## config.mk

```make
export PLATFORM = sky130hd
export DESIGN_NAME = vend_coin_feeder
export DESIGN_NICKNAME = d
export VERILOG_FILES = /design/src/rtl/vend_pkg.sv /design/src/rtl/vend_coin_feeder.sv
export SDC_FILE = /design/constraint.sdc
export NUM_CORES = 1
export LEC_CHECK = 0
export ABC_AREA = 1
export CAP_MARGIN = 15
export CORE_AREA = 3 3 75 77
export DETAILED_ROUTE_END_ITERATION = 8
export DIE_AREA = 0 0 78 80
export GPL_ROUTABILITY_DRIVEN = 0
export HOLD_SLACK_MARGIN = 0.02
export PLACE_DENSITY_LB_ADDON = 0.08
export RECOVER_POWER = 25
export SYNTH_ARGS = -nofsm -noshare
export SYNTH_HDL_FRONTEND = slang
export SYNTH_SLANG_ARGS = --single-unit
export TNS_END_PERCENT = 5
```

## constraint.sdc

```tcl
create_clock -name clk -period 3.6 [get_ports clk]
set_input_delay 0.72 -clock clk [delete_from_list [all_inputs] [get_ports clk]]
set_output_delay 0.72 -clock clk [all_outputs]
set_load 0.02 [all_outputs]
```

## src/rtl/vend_pkg.sv

```systemverilog
// Shared definitions for the cola vending coin feeder.
//   COIN_* : encodings driven on the 4-bit controller coin bus
//   PRICE  : cola price in rupees
//   feeder_state_t : feeder FSM states
//   err_code_t     : error codes reported on err_code
package vend_pkg;

  localparam logic [3:0] COIN_NONE = 4'd0;
  localparam logic [3:0] COIN_5    = 4'd5;
  localparam logic [3:0] COIN_10   = 4'd10;
  localparam int unsigned PRICE    = 15;

  typedef enum logic [1:0] {
    StIdle,
    StPick,
    StDrop,
    StSettle
  } feeder_state_t;

  typedef enum logic [1:0] {
    ERR_NONE     = 2'd0,
    ERR_NOFUNDS  = 2'd1,
    ERR_PROTO    = 2'd2,
    ERR_LOADBUSY = 2'd3
  } err_code_t;

endpackage

```

## src/rtl/vend_coin_feeder.sv

```systemverilog
// Coin-side initiator for the cola vending controller.
// Holds a wallet of Rs5/Rs10 coins and, on buy, feeds one coin per slot onto the
// controller coin bus, cross-checking OPEN/CHANGE against its own running total.
//
// Ports:
//   clk, reset            clock, asynchronous active-low reset (shared with controller)
//   load, load_n5/_n10    wallet load, honoured in IDLE only
//   buy                   request one cola, sampled in IDLE
//   open_i, change_i      controller responses, valid in the same cycle as coin
//   coin                  registered coin bus (0 / 5 / 10)
//   busy                  FSM not in IDLE
//   done, err             one-cycle pulses; err_code holds until next err or reset
//   n5_left, n10_left     remaining wallet coins
//   vend_cnt              completed vends, wraps
//
// Build option: define CHANGE_RECYCLE_EN to return a valid Rs5 change coin to
// the wallet (n5 saturates).
module vend_coin_feeder
  import vend_pkg::*;
#(
  parameter int unsigned WW         = 4,
  parameter int unsigned CW         = 8,
  parameter bit          PREFER_TEN = 1'b0
) (
  input  logic          clk,
  input  logic          reset,
  input  logic          load,
  input  logic [WW-1:0] load_n5,
  input  logic [WW-1:0] load_n10,
  input  logic          buy,
  input  logic          open_i,
  input  logic          change_i,
  output logic [3:0]    coin,
  output logic          busy,
  output logic          done,
  output logic          err,
  output logic [1:0]    err_code,
  output logic [WW-1:0] n5_left,
  output logic [WW-1:0] n10_left,
  output logic [CW-1:0] vend_cnt
);

  // Wide enough for 5*n5 + 10*n10 at full wallet.
  localparam int unsigned FW = WW + 5;

  feeder_state_t state_q, state_d;
  logic [3:0]    coin_q, coin_d;
  logic [3:0]    paid_q, paid_d;
  logic [WW-1:0] n5_q, n5_d;
  logic [WW-1:0] n10_q, n10_d;
  logic [CW-1:0] vend_cnt_q, vend_cnt_d;
  logic          done_q, done_d;
  logic          err_q, err_d;
  err_code_t     err_code_q, err_code_d;

  logic [FW-1:0] funds;
  logic [4:0]    paid_sum;
  logic          exp_open;
  logic          exp_change;
  logic [3:0]    pick_coin;

  always_comb begin
    funds = FW'(n5_q) * FW'(5) + FW'(n10_q) * FW'(10);
  end

  // Coin selection: preferred denomination, falling back to the other one.
  always_comb begin
    pick_coin = COIN_NONE;
    if (PREFER_TEN) begin
      if (n10_q != '0)      pick_coin = COIN_10;
      else if (n5_q != '0)  pick_coin = COIN_5;
    end else begin
      if (n5_q != '0)       pick_coin = COIN_5;
      else if (n10_q != '0) pick_coin = COIN_10;
    end
  end

  always_comb begin
    paid_sum   = {1'b0, paid_q} + {1'b0, coin_q};
    exp_open   = (paid_sum >= 5'(PRICE));
    exp_change = (paid_q == COIN_10) && (coin_q == COIN_10);
  end

  always_comb begin
    state_d    = state_q;
    coin_d     = coin_q;
    paid_d     = paid_q;
    n5_d       = n5_q;
    n10_d      = n10_q;
    vend_cnt_d = vend_cnt_q;
    done_d     = 1'b0;
    err_d      = 1'b0;
    err_code_d = err_code_q;

    // Late load is flagged but never disturbs the vend; state-specific errors
    // below take precedence when both fire in the same cycle.
    if ((state_q != StIdle) && load) begin
      err_d      = 1'b1;
      err_code_d = ERR_LOADBUSY;
    end

    case (state_q)
      StIdle: begin
        coin_d = COIN_NONE;
        if (load) begin
          n5_d  = load_n5;
          n10_d = load_n10;
        end else if (buy) begin
          if (funds >= FW'(PRICE)) begin
            state_d = StPick;
          end else begin
            err_d      = 1'b1;
            err_code_d = ERR_NOFUNDS;
          end
        end
      end

      StPick: begin
        coin_d = pick_coin;
        if (pick_coin == COIN_10) begin
          n10_d   = n10_q - WW'(1);
          state_d = StDrop;
        end else if (pick_coin == COIN_5) begin
          n5_d    = n5_q - WW'(1);
          state_d = StDrop;
        end else begin
          err_d      = 1'b1;
          err_code_d = ERR_NOFUNDS;
          state_d    = StIdle;
        end
      end

      StDrop: begin
        coin_d = COIN_NONE;
        if ((open_i != exp_open) || (change_i != exp_change)) begin
          err_d      = 1'b1;
          err_code_d = ERR_PROTO;
          paid_d     = 4'd0;
          state_d    = StIdle;
        end else if (open_i) begin
          paid_d  = 4'd0;
          state_d = StSettle;
`ifdef CHANGE_RECYCLE_EN
          if (change_i && (n5_q != {WW{1'b1}})) begin
            n5_d = n5_q + WW'(1);
          end
`endif
        end else begin
          paid_d  = paid_q + coin_q;
          state_d = StPick;
        end
      end

      StSettle: begin
        // Gap covering the controller's return to its idle state.
        coin_d     = COIN_NONE;
        done_d     = 1'b1;
        vend_cnt_d = vend_cnt_q + CW'(1);
        state_d    = StIdle;
      end

      default: begin
        coin_d  = COIN_NONE;
        state_d = StIdle;
      end
    endcase
  end

  always_ff @(posedge clk or negedge reset) begin
    if (!reset) begin
      state_q    <= StIdle;
      coin_q     <= COIN_NONE;
      paid_q     <= 4'd0;
      n5_q       <= '0;
      n10_q      <= '0;
      vend_cnt_q <= '0;
      done_q     <= 1'b0;
      err_q      <= 1'b0;
      err_code_q <= ERR_NONE;
    end else begin
      state_q    <= state_d;
      coin_q     <= coin_d;
      paid_q     <= paid_d;
      n5_q       <= n5_d;
      n10_q      <= n10_d;
      vend_cnt_q <= vend_cnt_d;
      done_q     <= done_d;
      err_q      <= err_d;
      err_code_q <= err_code_d;
    end
  end

  assign coin     = coin_q;
  assign busy     = (state_q != StIdle);
  assign done     = done_q;
  assign err      = err_q;
  assign err_code = err_code_q;
  assign n5_left  = n5_q;
  assign n10_left = n10_q;
  assign vend_cnt = vend_cnt_q;

endmodule
```

# Word-level counts from Yosys, hierarchy flattened

Cells that the tools add are included.

Output and inout bits: 25
Flip-flop bits (word level): 30
Word-level logic and storage cells: 84

Magnitude comparators: 2
$mul: 2
Eq/ne operators: 16
Multiplexer cells: 37
Add/sub/neg operators: 6
Reduce and logical (&&, ||, !) cells: 12

Operators by type and width:

| operator              | number |
|---|---|
| $mux W4               | 9 |
| $mux W2               | 14 |
| $pmux W4 S2           | 3 |
| $mul A4 B3 Y7 const B | 2 |
| $ne A2 B2 Y1 const B  | 7 |
| $eq A4 B4 Y1 const B  | 3 |
| $add A7 B8 Y9         | 1 |
| $ge A9 B4 Y1 const B  | 1 |
| $add A8 B1 Y8 const B | 1 |
| $mux W1               | 8 |
| $pmux W2 S4           | 1 |
| $reduce_bool A4 Y1    | 2 |
| $sub A4 B1 Y4 const B | 2 |
| $pmux W2 S3           | 1 |
| $reduce_and A3 Y1     | 2 |
| $add A4 B4 Y5         | 1 |
| $ge A5 B4 Y1 const B  | 1 |
| $add A4 B4 Y4         | 1 |
| $eq A2 B2 Y1 const B  | 2 |
| $eq A4 B3 Y1 const B  | 1 |
| $reduce_and A4 Y1     | 1 |
| $reduce_bool A2 Y1    | 2 |
| $pmux W1 S3           | 1 |
| $reduce_or A3 Y1      | 1 |
| 5 further kinds       | 7 |

# Longest topological paths before layout

Depth after elaboration: 7
Gate-level depth with buffers: 14
Depth with buffers taken out: 14

# Worst setup path before layout

Ideal clock, no wire load.

Kind: register to register
From: register n10_q[3] (netlist: n10_left[3])
To: register err_q (netlist: err)
Setup slack: 0.836 ns
Period minus slack after synthesis: 2.764 ns
Setup time: 0.077 ns
Buffers on the path: 0
Stages on the path, launching flop included: 13
Data arrival time: 2.687 ns
Path through: dfrtp_1 -> ha_1 -> ha_1 -> fa_1 -> ha_1 -> ha_1 -> nor3_1 -> nand3_1 -> nor2_1 -> nand3_1 -> nand2_1 -> inv_1 -> a21oi_1

Longest elaborated chain between the ends: 7
Elaborated cells between the ends (all ways): 14

RTL lines:

| what                                                       | line                                             | source |
|---|---|---|
| start: declaration                                         | vend_coin_feeder.sv:50                           | `logic [WW-1:0] n10_q, n10_d;` |
| start signal: assignment                                   | vend_coin_feeder.sv:185                          | `n10_q <= n10_d;` |
| $mul A4 B3 Y7 / $reduce_bool A4 Y1 (equally long branches) | vend_coin_feeder.sv:63, vend_coin_feeder.sv:74   |  |
| $add A7 B8 Y9 / $mux W4 (equally long branches)            | vend_coin_feeder.sv:63, vend_coin_feeder.sv:74   |  |
| $ge A9 B4 Y1 / $mux W4 (equally long branches)             | vend_coin_feeder.sv:109, vend_coin_feeder.sv:73  |  |
| $mux W1 / $eq A4 B3 Y1 (equally long branches)             | vend_coin_feeder.sv:109, vend_coin_feeder.sv:123 |  |
| $mux W1, on equally long branches                          | vend_coin_feeder.sv:108, vend_coin_feeder.sv:123 |  |
| $mux W1, on equally long branches                          | vend_coin_feeder.sv:105, vend_coin_feeder.sv:120 |  |
| $pmux W1 S3 *                                              | vend_coin_feeder.sv:102                          | `case (state_q)` |
| net err_d                                                  | vend_coin_feeder.sv:53                           | `logic err_q, err_d;` |
| end signal: assignment                                     | vend_coin_feeder.sv:188                          | `err_q <= err_d;` |
| end: declaration                                           | vend_coin_feeder.sv:53                           |  |

The timed path passes the listed nets; every way through them passes the cells marked *.
A chain may end at the register's enable or synchronous reset.

# Worst setup path after layout

From: register n10_q[1] (netlist: n10_left[1])
To: register err_q (netlist: err)

Same word-level chain as after synthesis.

==> report_table.html <==
<table>
<tr><th>Metric</th><th>Value</th></tr>
<tr><th colspan="2">Worst hold path</th></tr>
<tr><td>Hold wc startpoint</td><td>vend_cnt[7]</td></tr>
<tr><td>Hold path depth</td><td>1</td></tr>
<tr><td>Hold Path Class</td><td>reg2reg</td></tr>
<tr><th colspan="2">STA</th></tr>
<tr><td>Setup repair after global routing missed its margin</td><td>no</td></tr>
<tr><td>Final clock skew</td><td>0.00547 ns</td></tr>
<tr><td>Final period utilization</td><td>0.807</td></tr>
<tr><td>Final Max Slew Viols</td><td>29</td></tr>
<tr><td>Final Hold Vio Count</td><td>0</td></tr>
<tr><td>Setup TNS</td><td>0 ns</td></tr>
<tr><td>Minimum period implied by the final worst setup slack</td><td>2.90 ns</td></tr>
<tr><td>Max-slew headroom</td><td>-0.0575</td></tr>
<tr><td>Setup slack after layout</td><td>0.696 ns</td></tr>
<tr><td>Final setup fails</td><td>0</td></tr>
<tr><td>Fmax</td><td>344 MHz</td></tr>
<tr><td>Pin slew with the least headroom to its limit</td><td>1.59 ns</td></tr>
<tr><th colspan="2">Clocking</th></tr>
<tr><td>Setup fix buffers added after clock tree synthesis</td><td>0</td></tr>
<tr><td>Clock tree sinks</td><td>28</td></tr>
<tr><td>Post-CTS Hold Buffers</td><td>0</td></tr>
<tr><td>TritonCTS Buffers</td><td>3</td></tr>
<tr><td>CTS tree</td><td>done</td></tr>
<tr><td>Number of H-tree branching levels</td><td>1</td></tr>
<tr><td>Post-CTS sizing</td><td>0</td></tr>
<tr><td>Clk root buf</td><td>clkbuf_8</td></tr>
<tr><td>Clock input transition at the sequential cells of the worst setup and hold paths</td><td>0.10 ns</td></tr>
<tr><td>Maximum buffer depth of the clock tree</td><td>2</td></tr>
<tr><td>Clock network latency to the later pin of the worst-skew pair</td><td>0.28 ns</td></tr>
<tr><th colspan="2">Synth</th></tr>
<tr><td>Syn nets</td><td>277</td></tr>
<tr><td>Largest cells by area after synthesis</td><td>dfrtp_1 (35%), ha_1 (13%), nand2_1 (9.8%)</td></tr>
<tr><td>Ys Warns</td><td>0</td></tr>
<tr><td>Yosys reg bits</td><td>28</td></tr>
<tr><td>Sequential area share after synthesis</td><td>0.353</td></tr>
<tr><td>Post-Synthesis Mean Instance Area</td><td>8.37 um^2</td></tr>
<tr><td>Largest area contributor in the synthesized netlist</td><td>dfrtp_1</td></tr>
<tr><td>Mapped Cells</td><td>237</td></tr>
<tr><td>Cell area after synthesis</td><td>1980 um^2</td></tr>
<tr><td>Number of distinct library cells after synthesis</td><td>31</td></tr>
<tr><td>Top cell type's share of synthesized area</td><td>0.353</td></tr>
<tr><th colspan="2">Power and ir drop</th></tr>
<tr><td>Worst IR drop on VDD</td><td>0.431 mV</td></tr>
<tr><td>Leakage power</td><td>1.25 nW</td></tr>
<tr><td>Share of total power in combinational logic</td><td>0.621</td></tr>
<tr><td>Design internal power</td><td>1.13 mW</td></tr>
<tr><td>Part of the total power dissipated in the clock network</td><td>0.122</td></tr>
<tr><td>Ratio of total power to cell area</td><td>846 nW/um^2</td></tr>
<tr><td>Switching power</td><td>969 uW</td></tr>
<tr><td>Total power consumption of the routed design</td><td>2.10 mW</td></tr>
<tr><td>Switching share of power</td><td>0.461</td></tr>
<tr><td>Sequential cell fraction of total power</td><td>0.258</td></tr>
<tr><th colspan="2">Global route</th></tr>
<tr><td>Number of global-route vias before repair</td><td>1,673</td></tr>
<tr><td>Total gr overflow</td><td>0</td></tr>
<tr><td>GR Util All Layers</td><td>0.152</td></tr>
<tr><td>Number of antenna violations at the first check in global routing</td><td>0</td></tr>
<tr><td>Maximum number of pins on one net before global-route repair</td><td>29</td></tr>
<tr><td>Wire length of the first global-routing pass</td><td>7590 um</td></tr>
<tr><th colspan="2">Setup path</th></tr>
<tr><td>Kind of capture point of the worst setup path</td><td>register</td></tr>
<tr><td>Class of the most critical setup path</td><td>reg2reg</td></tr>
<tr><td>Startpoint of the worst-slack reg-to-reg timing path</td><td>n10_left[1]</td></tr>
<tr><td>Critical path launch point</td><td>n10_left[1]</td></tr>
<tr><td>Top fanout value on the critical path</td><td>4</td></tr>
<tr><td>CP startpoint kind</td><td>register</td></tr>
<tr><td>Worst r2r path cells</td><td>12</td></tr>
<tr><td>Req. time, crit path</td><td>3.81 ns</td></tr>
<tr><td>CP arrival</td><td>3.12 ns</td></tr>
<tr><th colspan="2">Die</th></tr>
<tr><td>Width of the die</td><td>78 um</td></tr>
<tr><td>Die Y</td><td>80 um</td></tr>
<tr><td>Effective utilization at floorplan</td><td>0.391</td></tr>
<tr><td>Core Footprint</td><td>5070 um^2</td></tr>
<tr><td>Die outline area</td><td>6240 um^2</td></tr>
<tr><td>Number of rows created at floorplan</td><td>26</td></tr>
<tr><td>I/O pin total</td><td>39</td></tr>
<tr><th colspan="2">Final layout</th></tr>
<tr><td>Share of layout cells above drive strength 1</td><td>0.0507</td></tr>
<tr><td>Multi-input gate area</td><td>1100 um^2</td></tr>
<tr><td>Fill cell instance count of the final layout</td><td>509</td></tr>
<tr><td>Net count reported at finish</td><td>317</td></tr>
<tr><td>Total inserted antenna cells</td><td>0</td></tr>
<tr><td>Synth-to-Final Area Change</td><td>25.1%</td></tr>
<tr><td>Non-filler instance count after layout</td><td>346</td></tr>
<tr><td>Area taken by flip-flops and latches</td><td>701 um^2</td></tr>
<tr><th colspan="2">Routing</th></tr>
<tr><td>DRC</td><td>0</td></tr>
<tr><td>Number of violations reported at the end of detailed-routing iteration 0</td><td>65</td></tr>
<tr><td>Number of search-and-repair iterations in the first detailed-routing pass</td><td>4</td></tr>
<tr><td>Routed wire per std cell</td><td>12.4 um</td></tr>
<tr><td>Vias per cell</td><td>4.74</td></tr>
<tr><td>Number of routed nets with antenna violations</td><td>0</td></tr>
<tr><td>Overall via count from detail_route</td><td>1,641</td></tr>
<tr><td>Post-detailed-routing wire length</td><td>4280 um</td></tr>
<tr><th colspan="2">Place</th></tr>
<tr><td>Placed cell count</td><td>342</td></tr>
<tr><td>HPWL after detailed placement</td><td>3390 um</td></tr>
<tr><td>Worst slack at placement</td><td>0.716 ns</td></tr>
<tr><td>Port Buffers</td><td>38</td></tr>
<tr><th colspan="2">Outcome</th></tr>
<tr><td>Run status</td><td>finished, violations left</td></tr>
<tr><td>Failing checks</td><td>max-capacitance violations, max-slew violations</td></tr>
<tr><th colspan="2">Flow run</th></tr>
<tr><td>Maximum Capacitance Violations</td><td>1</td></tr>
</table>
==> cells in the mapped netlist <==
cell type	count
xnor2_1	1
nor3_1	3
nor3_4	1
nand2_4	1
buf_4	2
a21oi_1	8
nand3_2	2
o221ai_1	1
nand2_2	1
o21ai_1	18
buf_6	2
fa_1	5
xor2_1	8
ha_1	21
o21ai_4	1
nor2_2	1
o22ai_1	1
nand4_1	3
nor2_1	19
nand2_1	52
inv_4	1
a22o_1	2
nand3_1	13
inv_1	32
dfrtp_1	28
o211ai_1	2
inv_2	2
o21ai_0	2
a31oi_1	2
and3b_1	1
nor2_8	1
==> cells by family (layout without fill, tap and decap cells) <==
family / after synthesis / in the layout / synth area share
buffers and inverters: 39 / 78 / 0.0864
adders and majority gates: 26 / 26 / 0.183
AOI/OAI and AO/OA: 37 / 37 / 0.109
xor gates and xnor gates: 9 / 9 / 0.0397
DFF: 28 / 28 / 0.353
and+or+nand+nor: 98 / 98 / 0.229
==> path summary, 6_finish.rpt <==
| path | to | slack, ns |
|---|---|---|
| hold reg to reg | vend_cnt[7] | 0.49 |
| hold / removal | vend_cnt[7] | 0.49 |
| setup / recovery | err | 0.70 |
| min in group asynchronous | paid_q[3] | 1.36 |
| setup reg to reg | err | 0.70 |
| max in group asynchronous | paid_q[2] | 1.32 |
==> routing by layer <==
| metal | up-vias | track usage | share of wire |
|---|---|---|---|
| met2 | 29 | 0.259 | 0.48 |
| met4 | 0 | 0.0490 | 0.013 |
| met5 | - | 0 | 0 |
| met1 | 755 | 0.196 | 0.47 |
| met3 | 5 | 0.0237 | 0.034 |
| li1 | 852 | - | - |
==> power groups by stage <==
stage	registers [mW]	clock network, mW	logic [mW]
finish	0.541	0.255	1.30
detailed placement	0.554	0	1.32
CTS	0.549	0.263	1.34
global route	0.561	0.274	1.52
global placement	0.550	0	1.31
floorplan	0.611	0	0.845
==> final cells by class <==
cell class / count / area share
repair buffers: 39 / 0.155
flip-flops and latches: 28 / 0.282
well taps: 70 / 0.0353
inverters: 35 / 0.0539
multi-input cells: 170 / 0.445
clock buffers: 3 / 0.0166
clock inverters: 1 / 0.0121
==> flip-flops by register name, indices dropped and copies added, names as in the netlist <==
register and count:
coin 2, state_q 2, err_code 2, n5_left 4, err 1, paid_q 4, n10_left 4, vend_cnt 8
done 1
==> critical path: stages, from the launching register on <==
cell and delay, ns:
dfrtp_1 0.45, ha_1 0.32, ha_1 0.23, fa_1 0.44, ha_1 0.29, ha_1 0.29
nor3_1 0.16, nand3_1 0.10, nor2_1 0.18, nand3_1 0.12, nand2_1 0.07, inv_1 0.04
a21oi_1 0.13
==> through the flow <==
step / utilization / cell area [um^2] / hold slack, ns
after floorplan: - / 1980 / 0.424
after global placement: 0.477 / 2420 / 0.455
after detailed placement: 0.477 / 2420 / 0.483
after global routing: 0.489 / 2480 / 0.511
final: 0.489 / 2480 / 0.490
after CTS: 0.491 / 2490 / 0.501
==> layout by cell type, fill, tap and decap left out, types with 2 or more instances in the layout <==
master | netlist | layout
dfrtp_1 | 28 | 28
inv_2 | 2 | 2
o21ai_0 | 2 | 2
clkdlybuf4s50_1 | 0 | 37
o211ai_1 | 2 | 2
nand3_1 | 13 | 13
xor2_1 | 8 | 8
a31oi_1 | 2 | 2
nand4_1 | 3 | 3
nor3_1 | 3 | 3
clkbuf_8 | 0 | 3
nand2_1 | 52 | 53
fa_1 | 5 | 5
ha_1 | 21 | 21
a22o_1 | 2 | 2
inv_1 | 32 | 32
o21ai_1 | 18 | 18
nand3_2 | 2 | 2
nor2_1 | 19 | 19
a21oi_1 | 8 | 8
Note: power is estimated with default switching activity, not from simulation.
